===== src/rtl/write_burst_sequencer.sv =====
// Splits a byte-addressed write into bursts that never cross 4 KiB, one generator word per beat.
// Optional build macro: WRITE_SEQUENCER_ABORT_ON_ERROR_EN stops issuing bursts after an error response.
module write_burst_sequencer #(
  parameter int DATA_WIDTH      = 256,
  parameter int ADDR_WIDTH      = 40,
  parameter int LENGTH_WIDTH    = 24,
  parameter int MAX_BURST_BEATS = 16
) (
  input  logic                    clock,
  input  logic                    reset,
  input  logic                    start,
  input  logic [ADDR_WIDTH-1:0]   start_address,
  input  logic [LENGTH_WIDTH-1:0] transfer_length,
  output logic                    busy,
  output logic                    done,
  output logic                    error,
  output logic                    gen_initialize,
  output logic                    gen_advance,
  output logic [DATA_WIDTH/8-1:0] gen_byte_mask,
  input  logic [DATA_WIDTH-1:0]   gen_data,
  output logic                    aw_valid,
  input  logic                    aw_ready,
  output logic [ADDR_WIDTH-1:0]   aw_address,
  output logic [7:0]              aw_length,
  output logic                    w_valid,
  input  logic                    w_ready,
  output logic [DATA_WIDTH-1:0]   w_data,
  output logic [DATA_WIDTH/8-1:0] w_strobe,
  output logic                    w_last,
  input  logic                    b_valid,
  output logic                    b_ready,
  input  logic                    b_error
);
  localparam int BPB         = DATA_WIDTH / 8;
  localparam int OFFSET_BITS = $clog2(BPB);
  localparam int BEAT_WIDTH  = LENGTH_WIDTH + 1;

  typedef enum logic [2:0] {IDLE, ADDRESS, DATA, RESPONSE, DONE} state_t;

  state_t state, next_state;

  logic [ADDR_WIDTH-1:0]  address_q;
  logic [BEAT_WIDTH-1:0]  remaining_q;
  logic [8:0]             burst_beats_q;
  logic [8:0]             beat_count_q;
  logic [OFFSET_BITS-1:0] tail_q;
  logic                   error_q;
  logic                   init_q;

  logic [BEAT_WIDTH-1:0]  total_beats;
  logic [BEAT_WIDTH-1:0]  page_beats;
  logic [BEAT_WIDTH-1:0]  burst_beats;
  logic [12:0]            page_room;
  logic                   start_accept;
  logic                   aw_fire;
  logic                   w_fire;
  logic                   b_fire;
  logic                   last_burst_beat;
  logic                   final_beat;

  assign start_accept    = (state == IDLE) && start;
  assign aw_fire         = aw_valid && aw_ready;
  assign w_fire          = w_valid && w_ready;
  assign b_fire          = b_ready && b_valid;
  assign total_beats     = (BEAT_WIDTH'(transfer_length) + BEAT_WIDTH'(BPB - 1)) >> OFFSET_BITS;
  assign page_room       = 13'd4096 - {1'b0, address_q[11:0]};
  assign page_beats      = BEAT_WIDTH'(page_room >> OFFSET_BITS);
  assign last_burst_beat = (beat_count_q == burst_beats_q - 9'd1);
  // remaining_q already excludes the burst in flight, so zero means this is the last burst
  assign final_beat      = (state == DATA) && last_burst_beat && (remaining_q == '0);

  always_comb begin
    burst_beats = BEAT_WIDTH'(MAX_BURST_BEATS);
    if (remaining_q < burst_beats) burst_beats = remaining_q;
    if (page_beats < burst_beats) burst_beats = page_beats;
  end

  always_ff @(posedge clock or posedge reset) begin
    if (reset) state <= IDLE;
    else       state <= next_state;
  end

  always_comb begin
    next_state = state;
    busy       = 1'b0;
    done       = 1'b0;
    aw_valid   = 1'b0;
    w_valid    = 1'b0;
    b_ready    = 1'b0;
    case (state)
      IDLE: begin
        if (start) next_state = (transfer_length == '0) ? DONE : ADDRESS;
      end
      ADDRESS: begin
        busy     = 1'b1;
        aw_valid = 1'b1;
        if (aw_ready) next_state = DATA;
      end
      DATA: begin
        busy    = 1'b1;
        w_valid = 1'b1;
        if (w_ready && last_burst_beat) next_state = RESPONSE;
      end
      RESPONSE: begin
        busy    = 1'b1;
        b_ready = 1'b1;
        if (b_valid) begin
`ifdef WRITE_SEQUENCER_ABORT_ON_ERROR_EN
          next_state = (b_error || remaining_q == '0) ? DONE : ADDRESS;
`else
          next_state = (remaining_q == '0) ? DONE : ADDRESS;
`endif
        end
      end
      DONE: begin
        done       = 1'b1;
        next_state = IDLE;
      end
      default: next_state = IDLE;
    endcase
  end

  always_ff @(posedge clock or posedge reset) begin
    if (reset) begin
      address_q     <= '0;
      remaining_q   <= '0;
      burst_beats_q <= '0;
      beat_count_q  <= '0;
      tail_q        <= '0;
      error_q       <= 1'b0;
      init_q        <= 1'b0;
    end else begin
      init_q <= start_accept && (transfer_length != '0);
      if (start_accept) begin
        error_q <= 1'b0;
        if (transfer_length != '0) begin
          address_q   <= {start_address[ADDR_WIDTH-1:OFFSET_BITS], {OFFSET_BITS{1'b0}}};
          remaining_q <= total_beats;
          tail_q      <= transfer_length[OFFSET_BITS-1:0];
        end
      end
      if (aw_fire) begin
        burst_beats_q <= 9'(burst_beats);
        remaining_q   <= remaining_q - burst_beats;
        beat_count_q  <= '0;
      end
      if (w_fire) beat_count_q <= beat_count_q + 9'd1;
      if (b_fire) begin
        error_q   <= error_q | b_error;
        address_q <= address_q + (ADDR_WIDTH'(burst_beats_q) << OFFSET_BITS);
      end
    end
  end

  // Only the very last beat of a transfer with a partial tail is trimmed
  always_comb begin
    gen_byte_mask = '1;
    if (final_beat && (tail_q != '0)) begin
      for (int i = 0; i < BPB; i++) gen_byte_mask[i] = (i < int'(tail_q));
    end
  end

  assign gen_initialize = init_q;
  assign gen_advance    = w_fire;
  assign error          = error_q;
  assign aw_address     = address_q;
  assign aw_length      = aw_valid ? 8'(burst_beats - BEAT_WIDTH'(1)) : 8'd0;
  assign w_data         = gen_data;
  assign w_strobe       = gen_byte_mask;
  assign w_last         = w_valid && last_burst_beat;

endmodule


===== config.mk =====
export PLATFORM = sky130hd
export DESIGN_NAME = write_burst_sequencer
export DESIGN_NICKNAME = d
export VERILOG_FILES = /design/src/rtl/write_burst_sequencer.sv
export SDC_FILE = /design/constraint.sdc
export NUM_CORES = 1
export LEC_CHECK = 0
export BUFFER_PORTS_ARGS = -buffer_cell sky130_fd_sc_hd__buf_4
export CAP_MARGIN = 40
export CORE_AREA = 2 2 276 278
export DETAILED_ROUTE_END_ITERATION = 8
export DIE_AREA = 0 0 278 280
export PLACE_DENSITY = 0.4
export SKIP_CTS_REPAIR_TIMING = 1
export SLEW_MARGIN = 20
export SYNTH_ARGS = -nofsm -noshare
export SYNTH_HDL_FRONTEND = slang
export SYNTH_SLANG_ARGS = --single-unit

===== constraint.sdc =====
create_clock -name clock -period 6.1 [get_ports clock]
set_input_delay 0.915 -clock clock [delete_from_list [all_inputs] [get_ports clock]]
set_output_delay 0.915 -clock clock [all_outputs]
set_load 0.05 [all_outputs]

* Yosys cells after proc, flatten, opt, wreduce, memory -nomap -nowiden *
Cells that the tools add are included.

word-level totals
  flip-flop bits (word level) = 93
  input port bits = 327
  output and inout bits = 377
  logic and storage cells = 109

cells by class
  add/sub/neg operators = 7
  magnitude comparators = 33
  eq/ne operators = 9
  muxes and demuxes = 26
  bitwise operators = 1
  reduce and logical (&&, ||, !) cells = 25

operators by type and width
  cell                    count
  $mux 25                 5
  $mux 40                 3
  $lt 5x5->1 const A      15
  $add 40x14->40          1
  $lt 4x5->1 const A      8
  $mux 32                 1
  $add 24x5->25 const B   1
  $logic_not 25->1        1
  $lt 25x5->1 const B     1
  $lt 8x25->1             1
  $sub 25x25->25          1
  $logic_not 24->1        1
  $reduce_bool 24->1      1
  $lt 3x5->1 const A      4
  $mux 3                  6
  $mux 9                  2
  $sub 13x12->13 const A  1
  $pmux 3 s4              1
  $logic_and 1x1->1       10
  $lt 1x5->1 const A      2
  $lt 2x5->1 const A      2
  $reduce_bool 2->1       5
  $add 9x1->9 const B     1
  $eq 9x9->1              1
  other kinds (15)        26

* Longest topological paths before layout *
Gate-level depths: netlist (run 1).

  depth after elaboration = 6
  depth in mapped cells = 24
  mapped depth without buffers = 22

* Worst setup path before layout (run 1) *
No wires, ideal clock.

  kind = flip-flop to flip-flop
  from = register address_q[5], in the netlist aw_address[5]
  to = register remaining_q[22]
  setup time = 0.122 ns
  data arrival time = 5.682 ns
  required time = 5.978 ns
  setup slack = 0.297 ns
  cell stages (with the launch flop) = 25
  path buffers = 2
  clock period less this slack = 5.803 ns
  cells stage by stage = dfrtp_1 buf_2 inv_1 ha_1 nor3b_1 xor2_1 inv_1 ha_1 a21o_1 a221o_1 a21oi_2 nand2_2 buf_4 o21ai_0 ha_1 inv_1 ha_1 or2b_1 and4b_1 o21a_1 o31a_1 nor3_2 a311oi_1 or3_1 a32o_1

on the way
  word-level cells in the longest chain between the ends = 5

ends and longest elaborated chain
  what                      line  source
  start: declaration        42    logic [ADDR_WIDTH-1:0] address_q;
  start signal: assignment  137   address_q <= {start_address[ADDR_WIDTH-1:OFFSET_BITS], {OFFSET_BITS{1'b0}}};
  start signal: assignment  150   address_q <= address_q + (ADDR_WIDTH'(burst_beats_q) << OFFSET_BITS);
  $sub 13x12->13 *          66    assign page_room = 13'd4096 - {1'b0, address_q[11:0]};
  $lt 8x25->1               75    if (page_beats < burst_beats) burst_beats = page_beats;
  $mux 25 *                 75
  net burst_beats[0]        52    logic [BEAT_WIDTH-1:0] burst_beats;
  $sub 25x25->25 *          144   remaining_q <= remaining_q - burst_beats;
  $mux 25 *                 142   if (aw_fire) begin
  end signal: assignment    138   remaining_q <= total_beats;
  end signal: assignment    144
  end: declaration          43    logic [BEAT_WIDTH-1:0] remaining_q;

The timed path passes the listed nets; every way through them passes the cells marked *.
A chain may end at the register's enable or synchronous reset.

* Final worst setup path (run 1) *
  from = register address_q[6], in the netlist aw_address[6]
  to = register remaining_q[22]

on the way
  word-level cells in the longest chain between the ends = 5

ends and longest elaborated chain
  what                line
  $sub 13x12->13      66
  $lt 8x25->1         75
  $mux 25             75
  net burst_beats[0]  52
  $sub 25x25->25      144
  $mux 25             142

The timed path passes the listed nets, and every way through them passes these cells.

==> results.ini, run 1 <==
[global_routing]
grt_pass1_vias=7921
grt_pass1_wl_mm=54.2
antenna_found_initial=1
grt_max_degree=52
grt_usage_pct=9.26
overflow=0

[yosys]
synth_fa_ha_area_share_pct=5.69
yosysSeqAreaShare_pct=22.7
synthFlopType=dfrtp_1
ys_seq_elements=88
synth_compound_gate_area_share_pct=19.5
synth_top_area_share_pct=22.9
synth_area_leader_cell=buf_4
avgSynthCellArea_sq_um=7.67
ys_top_cells_by_count=buf_4, nor2_1, nand2_1
synth_mux_area_share_pct=0.723
synth_top_family_by_area=buffers and inverters
synthesis.area_sq_um=9690
synthXorXnorAreaFrac_pct=5.66
synth_edf_count=0
synthArstFlopShare_pct=100
synthTopCellsByArea=buf_4, dfrtp_1, ha_1
yosysMostFrequentCell=buf_4
synth_cell_types=78
postSynthCellCount=1264
yosysWarnings=0
synth-simple-area-share_pct=19.2

[worst_setup_path]
endpoint_kind=flip-flop
cp-start-kind=flip-flop
cp_max_fo=10
cp_data_required_time_ns=6.37
critical_path_class=flip-flop to flip-flop
reg2regPathDepth=22
arrival_ns=6.04
rrSetupSlack_ns=0.33

[clock_network]
htreeDepth=3
clk_latency_ns=0.38
numCtsBuffers=9
clk_pin_slew_worst_paths_ns=0.07
clock_sinks=88
cts_tree=built
clock_tree.buffer_depth=2
clockRootBuffer=clkbuf_16

[worst_hold_path]
whs_path_depth=1
hold_path.class=flip-flop to flip-flop

[finish]
finalNetCount=1536
fillCellCount=8567
diodes=0
syn2layout_area_growth_pct=9.08
drive_gt1_share_pct=21.1

[routing]
via_count=8398
drcViolationCount=0
drt-total-wl_mm=37.5
wl_per_cell_um=17.4
postRouteAntennaNets=0
via_per_inst=3.90
detail_route.first_pass.iterations=5
drt_iter0_drc=480

[timing]
post-route-period-util_pct=94.6
hold_viol_final=0
finalWorstSetupSlack_ns=0.332
fin_skew_ns=0.0121
setup-tns-final_ns=0
whs_ns=0.520
min_period_ns=5.77
max_freq_ghz=0.173
grt_setup_unrepaired=no
drv_slew=0
maxSlewHeadroom_pct=47.2
worst_slew_pin_slew_ns=0.789
setup_viol=0

[place]
gp_congestion=0.830
hpwl_mm=30.1
numPortBuffers=179
pre_cts_slack_ns=0.212

[floorplanning]
die_x_um=278
die_h_um=280
fp-row-count=101
initial_core_util_pct=12.9
fp.dieArea_sq_um=77800
coreArea_sq_um=75200
io_pins=704

[power]
peakVddDrop_mv=0.126
power_mw=5.77
p_per_area_nw_per_um2=546
p_leak_nw=4.33

[run]
maxCapViolCount=0

[run_status]
status=completed

layout make-up:
type                    instances  area [sq um]  share of cell area, %
multi-input cells             819          5080                   48.1
inverters                      43           163                   1.54
well taps                     978          1220                   11.6
repair buffers                207          1570                   14.9
flip-flops and latches         88          2200                   20.8
clock inverters                 4          77.6                  0.734
clock buffers                  12           246                   2.33
metal layers:
| layer | GRT usage, % | share of wire [%] | vias to the layer above |
|---|---|---|---|
| li1 | - | - | 3923 |
| met4 | 3.41 | 2.9 | 4 |
| met2 | 13.3 | 42 | 354 |
| met3 | 3.33 | 8.3 | 89 |
| met5 | 0.375 | 0.15 | - |
| met1 | 12.5 | 46 | 4028 |
cells in the final DEF (no fill, tap or decap), types with 31 or more instances in the layout:
master,count
xnor2_1,31
a21oi_1,70
o21ai_0,80
ha_1,40
dfrtp_1,88
inv_1,41
buf_4,206
nand3_1,41
nand2_1,102
nor2_1,109
logic make-up after synthesis:
kind of cell,after synthesis
fa+ha+maj,44
simple gates,386
other cells,2
xor+xnor,61
buf+inv,383
compound gates,293
flops,88
mux,7
registers in the layout, summed over array words and instances (netlist names):
name            flops
beat_count_q        9
tail_q              5
gen_initialize      1
aw_address         35
error               1
state               3
burst_beats_q       9
remaining_q        25
power breakdown:
part,leakage [nW],internal (mW),switching [mW]
Sequential,1.06,0.835,0.379
Combinational,3.12,1.42,2.49
Clock,0.157,0.373,0.275
path summary, 6_finish.rpt:
path                                      start         endpoint
worst max-delay path              aw_address[6]  remaining_q[22]
worst min-delay path            beat_count_q[8]  beat_count_q[8]
worst max register to register    aw_address[6]  remaining_q[22]
worst min register to register  beat_count_q[8]  beat_count_q[8]
max in group asynchronous                 reset   aw_address[29]
min in group asynchronous                 reset   aw_address[33]
critical path, cell delays in order (launching register included):
cell	delay, ns
dfrtp_1	0.38
inv_1	0.15
ha_1	0.24
nor3b_1	0.34
xor2_2	0.32
inv_1	0.10
ha_1	0.34
a21o_1	0.21
a221o_1	0.44
a21oi_2	0.18
nand2_2	0.16
o21ai_0	0.36
ha_1	0.25
inv_1	0.05
ha_1	0.16
or2b_1	0.26
and4b_1	0.22
o21a_1	0.22
o31a_1	0.34
nor3_2	0.24
a311oi_1	0.14
or3_1	0.32
a32o_1	0.25
per-stage QoR:
| stage | cells | cell area [sq um] | utilization, % |
|---|---|---|---|
| final | 2151 | 10600 | 14.1 |
| after global routing | 2151 | 10600 | 14.1 |
| after CTS | 2150 | 10500 | 14.0 |
| after detailed placement | 2134 | 10200 | 13.5 |
| after global placement | 2133 | 10200 | 13.5 |
| after floorplan | 1290 | 9790 | - |
(Power assumes the default switching activity.)
==> run 2, diff against run 1 <==
- CELL_PAD_IN_SITES_DETAIL_PLACEMENT: unset -> 1
- CELL_PAD_IN_SITES_GLOBAL_PLACEMENT: unset -> 1
- PLACE_DENSITY: 0.4 -> 0.52
==> results.ini, run 2 (synthesis results as in run 1) <==
[run_status]
status=completed

[clock_network]
cts_tree=built
htreeDepth=3  ; unchanged
clock_sinks=88  ; unchanged
clk_pin_slew_worst_paths_ns=0.08  ; about the same
clk_latency_ns=0.38  ; about the same
numCtsBuffers=9  ; unchanged
clock_tree.buffer_depth=2  ; unchanged
clockRootBuffer=clkbuf_16

[finish]
fillCellCount=8960  ; +4.6%
finalNetCount=1545  ; +0.59%
multi_input_area_sq_um=5070  ; -0.17%
largest_reg_flops=35  ; unchanged
drive_gt1_share_pct=21.7  ; +0.53 points
finalNonFillerCells=2159  ; +0.37%
seq_area_sq_um=2200  ; unchanged
layout_commonest_cell=buf_4
layout_common_cells=buf_4, nor2_1, nand2_1
syn2layout_area_growth_pct=9.19
diodes=0  ; unchanged

[routing]
wl_per_cell_um=17.9  ; +2.9%
drcViolationCount=0  ; unchanged
postRouteAntennaNets=0  ; unchanged
via_per_inst=3.93  ; +0.63%
drt_iter0_drc=410  ; -15%
detail_route.first_pass.iterations=5  ; unchanged
drt-total-wl_mm=38.7  ; +3.3%
via_count=8482  ; +1.0%

[power]
peakVddDrop_mv=0.123  ; -2.5%
p_leak_nw=4.36  ; +0.52%
power_mw=5.82  ; +0.98%
p_per_area_nw_per_um2=550  ; +0.87%

[worst_setup_path]
endpoint_kind=output pin
cp_data_required_time_ns=5.18  ; -1.19 ns
arrival_ns=4.78  ; -1.26 ns
critical_path_class=flip-flop to output pin
cp_max_fo=9  ; -1
cp-start-kind=flip-flop

[timing]
max_freq_ghz=0.176  ; +1.3%
fin_skew_ns=0.0160  ; +0.00390 ns
worst_slew_pin_slew_ns=0.727  ; -0.0625 ns
min_period_ns=5.69  ; -0.0756 ns
setup_viol=0  ; unchanged
maxSlewHeadroom_pct=51.4  ; +4.2 points
finalWorstSetupSlack_ns=0.408  ; +0.0756 ns
post-route-period-util_pct=93.3  ; -1.2 points
grt_setup_unrepaired=no
drv_slew=0  ; unchanged
hold_viol_final=0  ; unchanged
setup-tns-final_ns=0  ; unchanged

[floorplanning]
initial_core_util_pct=12.9  ; unchanged
fp.dieArea_sq_um=77800  ; unchanged
fp-row-count=101  ; unchanged
coreArea_sq_um=75200  ; unchanged
die_x_um=278  ; unchanged
io_pins=704  ; unchanged
die_h_um=280  ; unchanged

[worst_hold_path]
hold_path.class=flip-flop to flip-flop

[global_routing]
grt_pass1_vias=8578  ; +8.3%
grt_pass1_wl_mm=57.2  ; +5.6%
overflow=0  ; unchanged
grt_usage_pct=9.71  ; +0.45 points
grt_max_degree=48  ; -7.7%
antenna_found_initial=1  ; unchanged

[place]
numPortBuffers=179  ; unchanged
dp_cells=2144  ; +0.47%
pre_cts_slack_ns=0.391  ; +0.179 ns
gp_congestion=0.857  ; +3.4%
hpwl_mm=31.0  ; +3.0%

[run]
maxCapViolCount=0  ; unchanged

[run 2: metal layers]
layer / part of all wire, % / track usage, % / vias up
li1: - / - / 3924
met1: 48 / 13.4 / 4210
met5: 0.098 / 0.375 / -
met2: 44 / 14.5 / 273
met3: 5.1 / 2.15 / 73
met4: 2.5 / 3.78 / 2
[run 2: where the power goes]
part           switching (mW)  total, mW  leakage [nW]  internal, mW
registers               0.411       1.25          1.06         0.834
logic                    2.51       4.00          3.16          1.49
clock network           0.278      0.575         0.138         0.298
[run 2: final cells by class]
cell class / count / area share, %
repair buffers: 216 / 15.4
clock inverters: 4 / 0.284
multi-input cells: 819 / 48.0
clock buffers: 11 / 2.39
inverters: 43 / 1.55
well taps: 978 / 11.6
flip-flops and latches: 88 / 20.8
[run 2: path summary, 6_finish.rpt]
check                                    from         endpoint  slack (ns)  cells after the start
worst max-delay path            aw_address[8]     aw_length[7]        0.41                     19
worst min-delay path                    error            error        0.52                      2
worst max register to register  aw_address[8]  remaining_q[22]        0.53                     22
worst min register to register          error            error        0.52                      2
max in group asynchronous               reset   remaining_q[0]        4.53                      4
min in group asynchronous               reset   aw_address[33]        0.55                      2
[run 2: worst max-delay path, stage by stage (launching register included)]
cell and delay [ns]:
dfrtp_1 0.48, nor4_4 0.33, and2_1 0.26, xor2_2 0.29, inv_1 0.18, ha_1 0.36, nand3_1 0.10, or3_1 0.43
a21o_2 0.29, nand2_2 0.10, buf_4 0.16, nor2_1 0.06, a31oi_1 0.23, and3_1 0.21, and3_2 0.24, nand2_1 0.06
o21ai_0 0.07, a22oi_1 0.11, nor2_1 0.20, buf_4 0.24
[run 2: through the flow]
stage,instance area [sq um],utilization [%],hold slack (ns)
after CTS,10500,14.0,0.525
after global placement,10200,13.6,0.489
final,10600,14.1,0.522
after detailed placement,10300,13.6,0.510
after floorplan,9790,-,0.478
after global routing,10600,14.1,0.545
==> run 3, diff against run 2 <==
- PLACE_DENSITY: 0.52 -> 0.53
- clock period: 6.1 -> 4.7 ns (I/O delays scaled with it)
==> results.ini, run 3 (synthesis results as in run 1) <==
[run_status]
status=complete, but fails checks
violations=negative setup slack

[global_routing]
grt_usage_pct=10.1  ; +0.38 points
grt_pass1_vias=9086  ; +5.9%
grt_pass1_wl_mm=59.3  ; +3.8%
overflow=0  ; unchanged
antenna_found_initial=2  ; +1
grt_max_degree=46  ; -4.2%

[finish]
stdcell_area_sq_um=11900  ; +13%
layout_common_cells=buf_4, nor2_1, nand2_1
finalNonFillerCells=2266  ; +5.0%
largest_reg_flops=35  ; unchanged
drive_gt1_share_pct=33.9  ; +12 points
seq_area_sq_um=2210  ; +0.34%
finalNetCount=1651  ; +6.9%
syn2layout_area_growth_pct=22.9
diodes=0  ; unchanged
multi_input_area_sq_um=5500  ; +8.5%
fillCellCount=8973  ; +0.15%
layout_commonest_cell=buf_4

[clock_network]
clock_sinks=88  ; unchanged
numCtsBuffers=9  ; unchanged
clk_latency_ns=0.38  ; about the same
clock_tree.buffer_depth=2  ; unchanged
clockRootBuffer=clkbuf_16
clk_pin_slew_worst_paths_ns=0.08  ; about the same
cts_tree=built
htreeDepth=3  ; unchanged

[timing]
setup_viol=15  ; +15
max_freq_ghz=0.196
drv_slew=0  ; unchanged
worst_slew_pin_slew_ns=0.741  ; +0.0147 ns
min_period_ns=5.11
post-route-period-util_pct=109
finalWorstSetupSlack_ns=-0.411  ; -0.819 ns
fin_skew_ns=0.0103  ; -0.00565 ns
setup-tns-final_ns=-3.15  ; -3.15 ns
whs_ns=0.249  ; -0.273 ns
maxSlewHeadroom_pct=50.6  ; -0.80 points
hold_viol_final=0  ; unchanged
grt_setup_unrepaired=yes

[floorplanning]
fp.dieArea_sq_um=77800  ; unchanged
io_pins=704  ; unchanged
coreArea_sq_um=75200  ; unchanged
die_x_um=278  ; unchanged
die_h_um=280  ; unchanged
initial_core_util_pct=12.9  ; unchanged
fp-row-count=101  ; unchanged

[worst_setup_path]
cp-start-kind=flip-flop
arrival_ns=5.39  ; +0.61 ns
endpoint_kind=flip-flop
critical_path_class=flip-flop to flip-flop
cp_data_required_time_ns=4.97  ; -0.21 ns
cp_max_fo=4  ; -5

[routing]
drcViolationCount=0  ; unchanged
detail_route.first_pass.iterations=4  ; -1
via_per_inst=3.95  ; +0.46%
via_count=8943  ; +5.4%
drt-total-wl_mm=40.7  ; +5.3%
wl_per_cell_um=18.0  ; +0.35%
postRouteAntennaNets=0  ; unchanged
drt_iter0_drc=435  ; +6.1%

[place]
hpwl_mm=32.9  ; +6.2%
numPortBuffers=179  ; unchanged
dp_cells=2234  ; +4.2%
postPlaceCellArea_sq_um=11100  ; +7.9%
gp_congestion=0.856  ; -0.13%

[power]
p_leak_nw=4.95  ; +14%
p_per_area_nw_per_um2=749  ; +36%
peakVddDrop_mv=0.229  ; +86%

[worst_hold_path]
hold_path.class=input pin to async pin

[run]
maxCapViolCount=0  ; unchanged

-- run 3: critical path, cell delays in order, from the launching register on --
cell      delay [ns]
dfrtp_1         0.41
nor4_4          0.31
buf_4           0.16
nand4_1         0.20
nor2_1          0.21
buf_4           0.17
nand2_2         0.05
ha_2            0.19
a21o_1          0.17
a221o_1         0.41
a21oi_4         0.18
nand2_4         0.09
o21ai_4         0.18
ha_4            0.15
inv_1           0.04
ha_2            0.15
or2b_1          0.24
and4b_1         0.22
o21a_1          0.22
o31a_1          0.34
nor3_2          0.24
a311oi_2        0.14
or3_1           0.32
a32o_1          0.22
-- run 3: power by group --
| group | internal (mW) | switching (mW) | total [mW] |
|---|---|---|---|
| Clock | 0.416 | 0.378 | 0.794 |
| Sequential | 1.09 | 0.459 | 1.55 |
| Combinational | 2.79 | 3.78 | 6.57 |
| Total | 4.30 | 4.62 | 8.91 |
-- run 3: stage by stage --
step / total power [mW] / utilization (%) / setup slack (ns)
4_1_cts: 8.41 / 15.1 / -0.753
6_report: 8.91 / 15.8 / -0.411
2_1_floorplan: 5.71 / - / -0.424
3_5_place_dp: 7.54 / 14.7 / -0.436
3_3_place_gp: 7.45 / 14.7 / -0.465
5_1_grt: 9.65 / 15.8 / -0.679
-- run 3: routing by layer --
metal | share of wire, % | track usage [%] | up-vias
met5 | 0 | 0 | -
met4 | 2.5 | 3.20 | 0
met3 | 6.1 | 3.06 | 87
met2 | 44 | 15.1 | 279
met1 | 47 | 13.8 | 4420
li1 | - | - | 4157
-- run 3: worst paths after layout --
kind                            startpoint               to  cells past startpoint  slack (ns)
max in group asynchronous            reset  remaining_q[12]                      4        3.41
min in group clock                   error            error                      2        0.51
max                        remaining_q[18]  remaining_q[22]                     23       -0.41
min reg2reg                          error            error                      2        0.51
max reg2reg                remaining_q[18]  remaining_q[22]                     23       -0.41
min                                  reset         state[1]                      2        0.25
-- run 3: cell type report --
cell class | count | share of cell area, %
multi-input cells | 819 | 46.2
repair buffers | 322 | 21.0
flip-flops and latches | 88 | 18.6
well taps | 978 | 10.3
clock buffers | 10 | 1.92
inverters | 43 | 1.42
clock inverters | 6 | 0.578
